--- config.mk ---
export PLATFORM = sky130hd
export DESIGN_NAME = traffic_sensor_conditioner
export DESIGN_NICKNAME = d
export VERILOG_FILES = /design/src/rtl/light_package.sv /design/src/rtl/traffic_sensor_conditioner_lane.sv /design/src/rtl/traffic_sensor_conditioner.sv
export SDC_FILE = /design/constraint.sdc
export NUM_CORES = 1
export LEC_CHECK = 0
export CAP_MARGIN = 20
export CORE_MARGIN = 2
export CORE_UTILIZATION = 57
export DETAILED_ROUTE_END_ITERATION = 7
export GPL_ROUTABILITY_DRIVEN = 0
export PLACE_DENSITY = 0.78
export SLEW_MARGIN = 20
export SYNTH_ARGS = -nofsm -noshare
export SYNTH_HDL_FRONTEND = slang
export SYNTH_HIERARCHICAL = 1
export SYNTH_SLANG_ARGS = --single-unit
--- constraint.sdc ---
create_clock -name clk -period 1.4 [get_ports clk]
set_input_delay 0.21 -clock clk [delete_from_list [all_inputs] [get_ports clk]]
set_output_delay 0.21 -clock clk [all_outputs]
set_load 0.005 [all_outputs]
--- src/rtl/light_package.sv ---
// light_package: shared light colours and sensor lane indices
package light_package;
  typedef enum logic [1:0] {RED = 2'd0, YELLOW = 2'd1, GREEN = 2'd2} colors;
  localparam int LANE_ES = 0;
  localparam int LANE_WS = 1;
  localparam int LANE_EL = 2;
  localparam int LANE_WL = 3;
  localparam int LANE_NS = 4;
  localparam int NUM_LANES = 5;
endpackage

--- src/rtl/traffic_sensor_conditioner_lane.sv ---
// sensor_lane: sync, debounce, demand latch and stuck-high detection for one loop detector
module sensor_lane #(
  parameter int DEB_CYCLES = 4,
  parameter int STUCK_CYCLES = 200
) (
  input  logic clk,
  input  logic reset_n,
  input  logic raw,
  input  logic is_green,
  output logic sensor,
  output logic fault
);
  localparam int DW = $clog2(DEB_CYCLES + 1);
  localparam int SW = $clog2(STUCK_CYCLES + 1);
  localparam logic [DW-1:0] DEB_LAST = DW'(DEB_CYCLES - 1);
  localparam logic [SW-1:0] STUCK_MAX = SW'(STUCK_CYCLES);
  logic s1, s2, deb, req;
  logic [DW-1:0] deb_cnt;
  logic [SW-1:0] stuck_cnt;
  // two-flop synchroniser, then accept a new level only after DEB_CYCLES consecutive differing samples
  always_ff @(posedge clk) begin
    if (!reset_n) begin
      s1 <= 1'b0;
      s2 <= 1'b0;
      deb <= 1'b0;
      deb_cnt <= '0;
    end else begin
      s1 <= raw;
      s2 <= s1;
      if (s2 == deb) deb_cnt <= '0;
      else if (deb_cnt == DEB_LAST) begin
        deb <= s2;
        deb_cnt <= '0;
      end else deb_cnt <= deb_cnt + 1'b1;
    end
  end
  // latch demand until the lane is served; green clears even if demand is present
  always_ff @(posedge clk) begin
    if (!reset_n) req <= 1'b0;
    else if (is_green) req <= 1'b0;
    else if (deb) req <= 1'b1;
  end
  // count continuous debounced-high time; release clears the fault at once
  always_ff @(posedge clk) begin
    if (!reset_n || !deb) begin
      stuck_cnt <= '0;
      fault <= 1'b0;
    end else if (stuck_cnt != STUCK_MAX) begin
      stuck_cnt <= stuck_cnt + 1'b1;
      fault <= stuck_cnt == STUCK_MAX - 1'b1;
    end
  end
  assign sensor = fault ? req : deb | req;
endmodule

--- src/rtl/traffic_sensor_conditioner.sv ---
// traffic_sensor_conditioner: turns five raw loop detectors into controller demand inputs
module traffic_sensor_conditioner
  import light_package::*;
#(
  parameter int DEB_CYCLES = 4,
  parameter int STUCK_CYCLES = 200
) (
  input  logic       clk,
  input  logic       reset_n,
  input  logic [4:0] raw_det,
  input  logic [1:0] e_str_light,
  input  logic [1:0] w_str_light,
  input  logic [1:0] e_left_light,
  input  logic [1:0] w_left_light,
  input  logic [1:0] ns_light,
  output logic       e_str_sensor,
  output logic       w_str_sensor,
  output logic       e_left_sensor,
  output logic       w_left_sensor,
  output logic       ns_sensor,
  output logic [4:0] fault
);
  logic [NUM_LANES-1:0][1:0] light;
  logic [NUM_LANES-1:0] sensor;
  assign light = {ns_light, w_left_light, e_left_light, w_str_light, e_str_light};
  for (genvar i = 0; i < NUM_LANES; i++) begin : g_lane
    sensor_lane #(.DEB_CYCLES(DEB_CYCLES), .STUCK_CYCLES(STUCK_CYCLES)) u_lane (
      .clk(clk),
      .reset_n(reset_n),
      .raw(raw_det[i]),
      .is_green(light[i] == GREEN),
      .sensor(sensor[i]),
      .fault(fault[i])
    );
  end
  assign e_str_sensor = sensor[LANE_ES];
  assign w_str_sensor = sensor[LANE_WS];
  assign e_left_sensor = sensor[LANE_EL];
  assign w_left_sensor = sensor[LANE_WL];
  assign ns_sensor = sensor[LANE_NS];
endmodule

==> impl_metrics.tcl <==
set metrics [dict create \
    post-place-ws_ns -0.111 \
    grt_pass1_wl_um 9850 \
    syn_inst 360 \
    grt_pass1_vias 2375 \
    max_slew_margin_pct 74.5 \
    synth-seq-area-share_pct 46.5 \
    drtAntennaViolNets 0 \
    ios 27 \
    fin_nets 440 \
    ys_ff_latch 80 \
    end_kind "primary output" \
    rows 28 \
    finalMaxSlewViolations 0 \
    clockRootBuffer "clkbuf_8" \
    ir_worst_vdd_v 0.000747 \
    clk_pin_slew_ns 0.08 \
    final.setup.worst_slack_ns 0.0389 \
    synth_common_cells "80 x dfxtp_1, 35 x nor2_1, 30 x inv_1" \
    grt.total_usage_pct 19.0 \
    status "complete, no violations" \
    period_minus_slack_ns 1.36 \
    drive_gt1_share_pct 12.3 \
    syn_area_um2 3440 \
    hpwl_um 4200 \
    cp-start-kind "register" \
    synth_top_area_cell "dfxtp_1" \
    required_ns 1.19 \
    hp-class "register to register" \
    syn_avg_cell_area_um2 9.56 \
    async_flop_share_pct 0 \
    wl_per_cell_um 12.0 \
    antenna_found_initial 0 \
    p_leak_nw 1.51 \
    cts_tree "built" \
    fin_skew_ns 0.00708 \
    htreeDepth 3 \
    fmax_mhz 735 \
    power_density_nw_per_um2 964 \
    num_vias 2585 \
    drtIter0Drc 60 \
    synth-edff-count 0 \
    rsz0062_at_grt "yes" \
    area_growth_pct 18.4 \
    num-fill-cells 464 \
    postCtsHoldBufs 0 \
    hold_viol_final 0 \
    crit_type "register to primary output" \
    path_max_fanout 2 \
    viasPerCell 5.35 \
    setup_tns_ns 0 \
    drcViolationCount 0 \
    synth_cell_types 27 \
    dr.pass1.iters 4 \
    clock_sinks 80 \
    cts_buffers 9 \
    fin_crit_sh_pct 97.2 \
    port_buffers 26 \
    cts_buffer_depth 2 \
    totalWireLength_um 5790 \
    grt-ovfl-total 0 \
    core_area_um2 5890 \
    grt_max_degree 17 \
    synthesis.nets 397 \
    synth_most_common_cell "dfxtp_1" \
    setup_violations 0 \
    yosys_warnings 6 \
    start_util_pct 58.5 \
    synth.area.top_cells "dfxtp_1 47%, ha_1 7.3%, nor2_1 3.8%, xor2_1 3.8%, inv_1 3.3%" \
    insertion_delay_ns 0.34 \
    cp.arrival_ns 1.15 \
    die_area_um2 6670 \
    antenna_cells 0 \
    tightest_slew_ns 0.381 \
    die_w_um 81.7 \
    ys.flop_type "dfxtp_1" \
    yosysTopAreaCellShare_pct 46.5 \
    max-cap-violations 0 \
    fp.dieH_um 81.7 \
]
[critical path: stages, from the launching register on]
cell and delay, ns:
dfxtp_2 0.33, inv_1 0.05, a21o_1 0.17, dlygate4sd2_1 0.26
[cell families (layout without fill, tap and decap cells)]
logic type                 after synthesis  count (layout)  share of synthesized area [%]
adders and majority gates               20              20                           7.27
DFF                                     80              80                           46.5
xor gates and xnor gates                20              20                           5.09
AOI/OAI and AO/OA                       55              55                           10.4
and+or+nand+nor                        140             140                           24.5
muxes                                    5               5                           1.45
buffers and inverters                   40              88                           4.73
[cell type report]
cell class / instances / area (um^2) / area share [%]
clock inverter: 5 / 31.3 / 0.768
clock buffer: 11 / 151 / 3.72
timing repair buffer: 42 / 397 / 9.73
sequential: 80 / 1610 / 39.5
inverter: 30 / 113 / 2.76
tap: 75 / 93.8 / 2.30
multi-input combinational: 240 / 1680 / 41.2
[final timing paths]
check / from / to / slack (ns) / cells past startpoint
max reg2reg: g_lane[4].u_lane/stuck_cnt[0]$_SDFFE_PP0P_ / g_lane[4].u_lane/stuck_cnt[6]$_SDFFE_PP0P_ / 0.09 / 4
max: g_lane[3].u_lane/fault$_SDFFE_PP0P_ / w_left_sensor / 0.04 / 3
min: g_lane[2].u_lane/deb_cnt[0]$_SDFF_PP0_ / g_lane[2].u_lane/deb_cnt[0]$_SDFF_PP0_ / 0.42 / 1
min reg2reg: g_lane[2].u_lane/deb_cnt[0]$_SDFF_PP0_ / g_lane[2].u_lane/deb_cnt[0]$_SDFF_PP0_ / 0.42 / 1
[per-layer routing]
| metal | GRT usage (%) | up-vias | share of wire [%] |
|---|---|---|---|
| met5 | 0 | - | 0 |
| met3 | 3.96 | 10 | 3.7 |
| met4 | 9.50 | 0 | 1.6 |
| met2 | 31.4 | 45 | 47 |
| li1 | - | 1342 | - |
| met1 | 23.6 | 1188 | 47 |
[layout by cell type, fill, tap and decap left out, drive strengths merged]
| cell | Yosys | final |
|---|---|---|
| nand2 | 10 | 10 |
| inv | 30 | 30 |
| o21ai | 15 | 15 |
| xor2 | 15 | 15 |
| dlygate4sd2 | 0 | 5 |
| clkdlybuf4s50 | 0 | 16 |
| dfxtp | 80 | 80 |
| clkinvlp | 0 | 1 |
| o41ai | 5 | 5 |
| nand3 | 15 | 15 |
| nand4bb | 5 | 5 |
| clkdlybuf4s15 | 0 | 1 |
| nor2 | 35 | 35 |
| and2 | 10 | 10 |
| mux2i | 5 | 5 |
| buf | 10 | 16 |
| nor2b | 10 | 10 |
| clkbuf | 0 | 11 |
| nor3b | 15 | 15 |
| dlymetal6s2s | 0 | 4 |
| nand4 | 5 | 5 |
| ha | 20 | 20 |
| nand3b | 10 | 10 |
| a21oi | 15 | 15 |
| or3 | 10 | 10 |
| nor3 | 15 | 15 |
| a21o | 5 | 5 |
| o22ai | 5 | 5 |
| o2111ai | 5 | 5 |
| clkinv | 0 | 4 |
| xnor2 | 5 | 5 |
| a2111oi | 5 | 5 |
[per-stage QoR]
| stage | hold WS, ns | cells | cell area, um^2 | total power [mW] | util (%) |
|---|---|---|---|---|---|
| after global placement | 0.407 | 467 | 3880 | 2.47 | 65.9 |
| after CTS | 0.422 | 483 | 4060 | 3.99 | 68.9 |
| after global routing | 0.448 | 483 | 4080 | 4.09 | 69.2 |
| after floorplan | 0.332 | 360 | 3440 | 2.39 | - |
| final | 0.419 | 483 | 4080 | 3.93 | 69.2 |
| after detailed placement | 0.411 | 467 | 3880 | 2.47 | 65.9 |
[what timing repair did]
action                     in CTS  in global routing
gates resized for setup        10                  9
setup endpoints to repair       9                  9
pin swaps                       0                  0
buffers inserted                0                  0
[flip-flops by register name, summed over array words and instances (netlist names)]
signal and count:
g_lane.u_lane/req 5, g_lane.u_lane/stuck_cnt 40, g_lane.u_lane/deb_cnt 15, g_lane.u_lane/fault 5, g_lane.u_lane/s1 5, g_lane.u_lane/s2 5, g_lane.u_lane/deb 5
[report_power, final]
part,internal (mW),switching (mW),total [mW]
logic,0.0773,0.0369,0.114
clock network,0.734,0.783,1.52
registers,2.29,0.00729,2.30
Note: power is estimated with default switching activity, not from simulation.
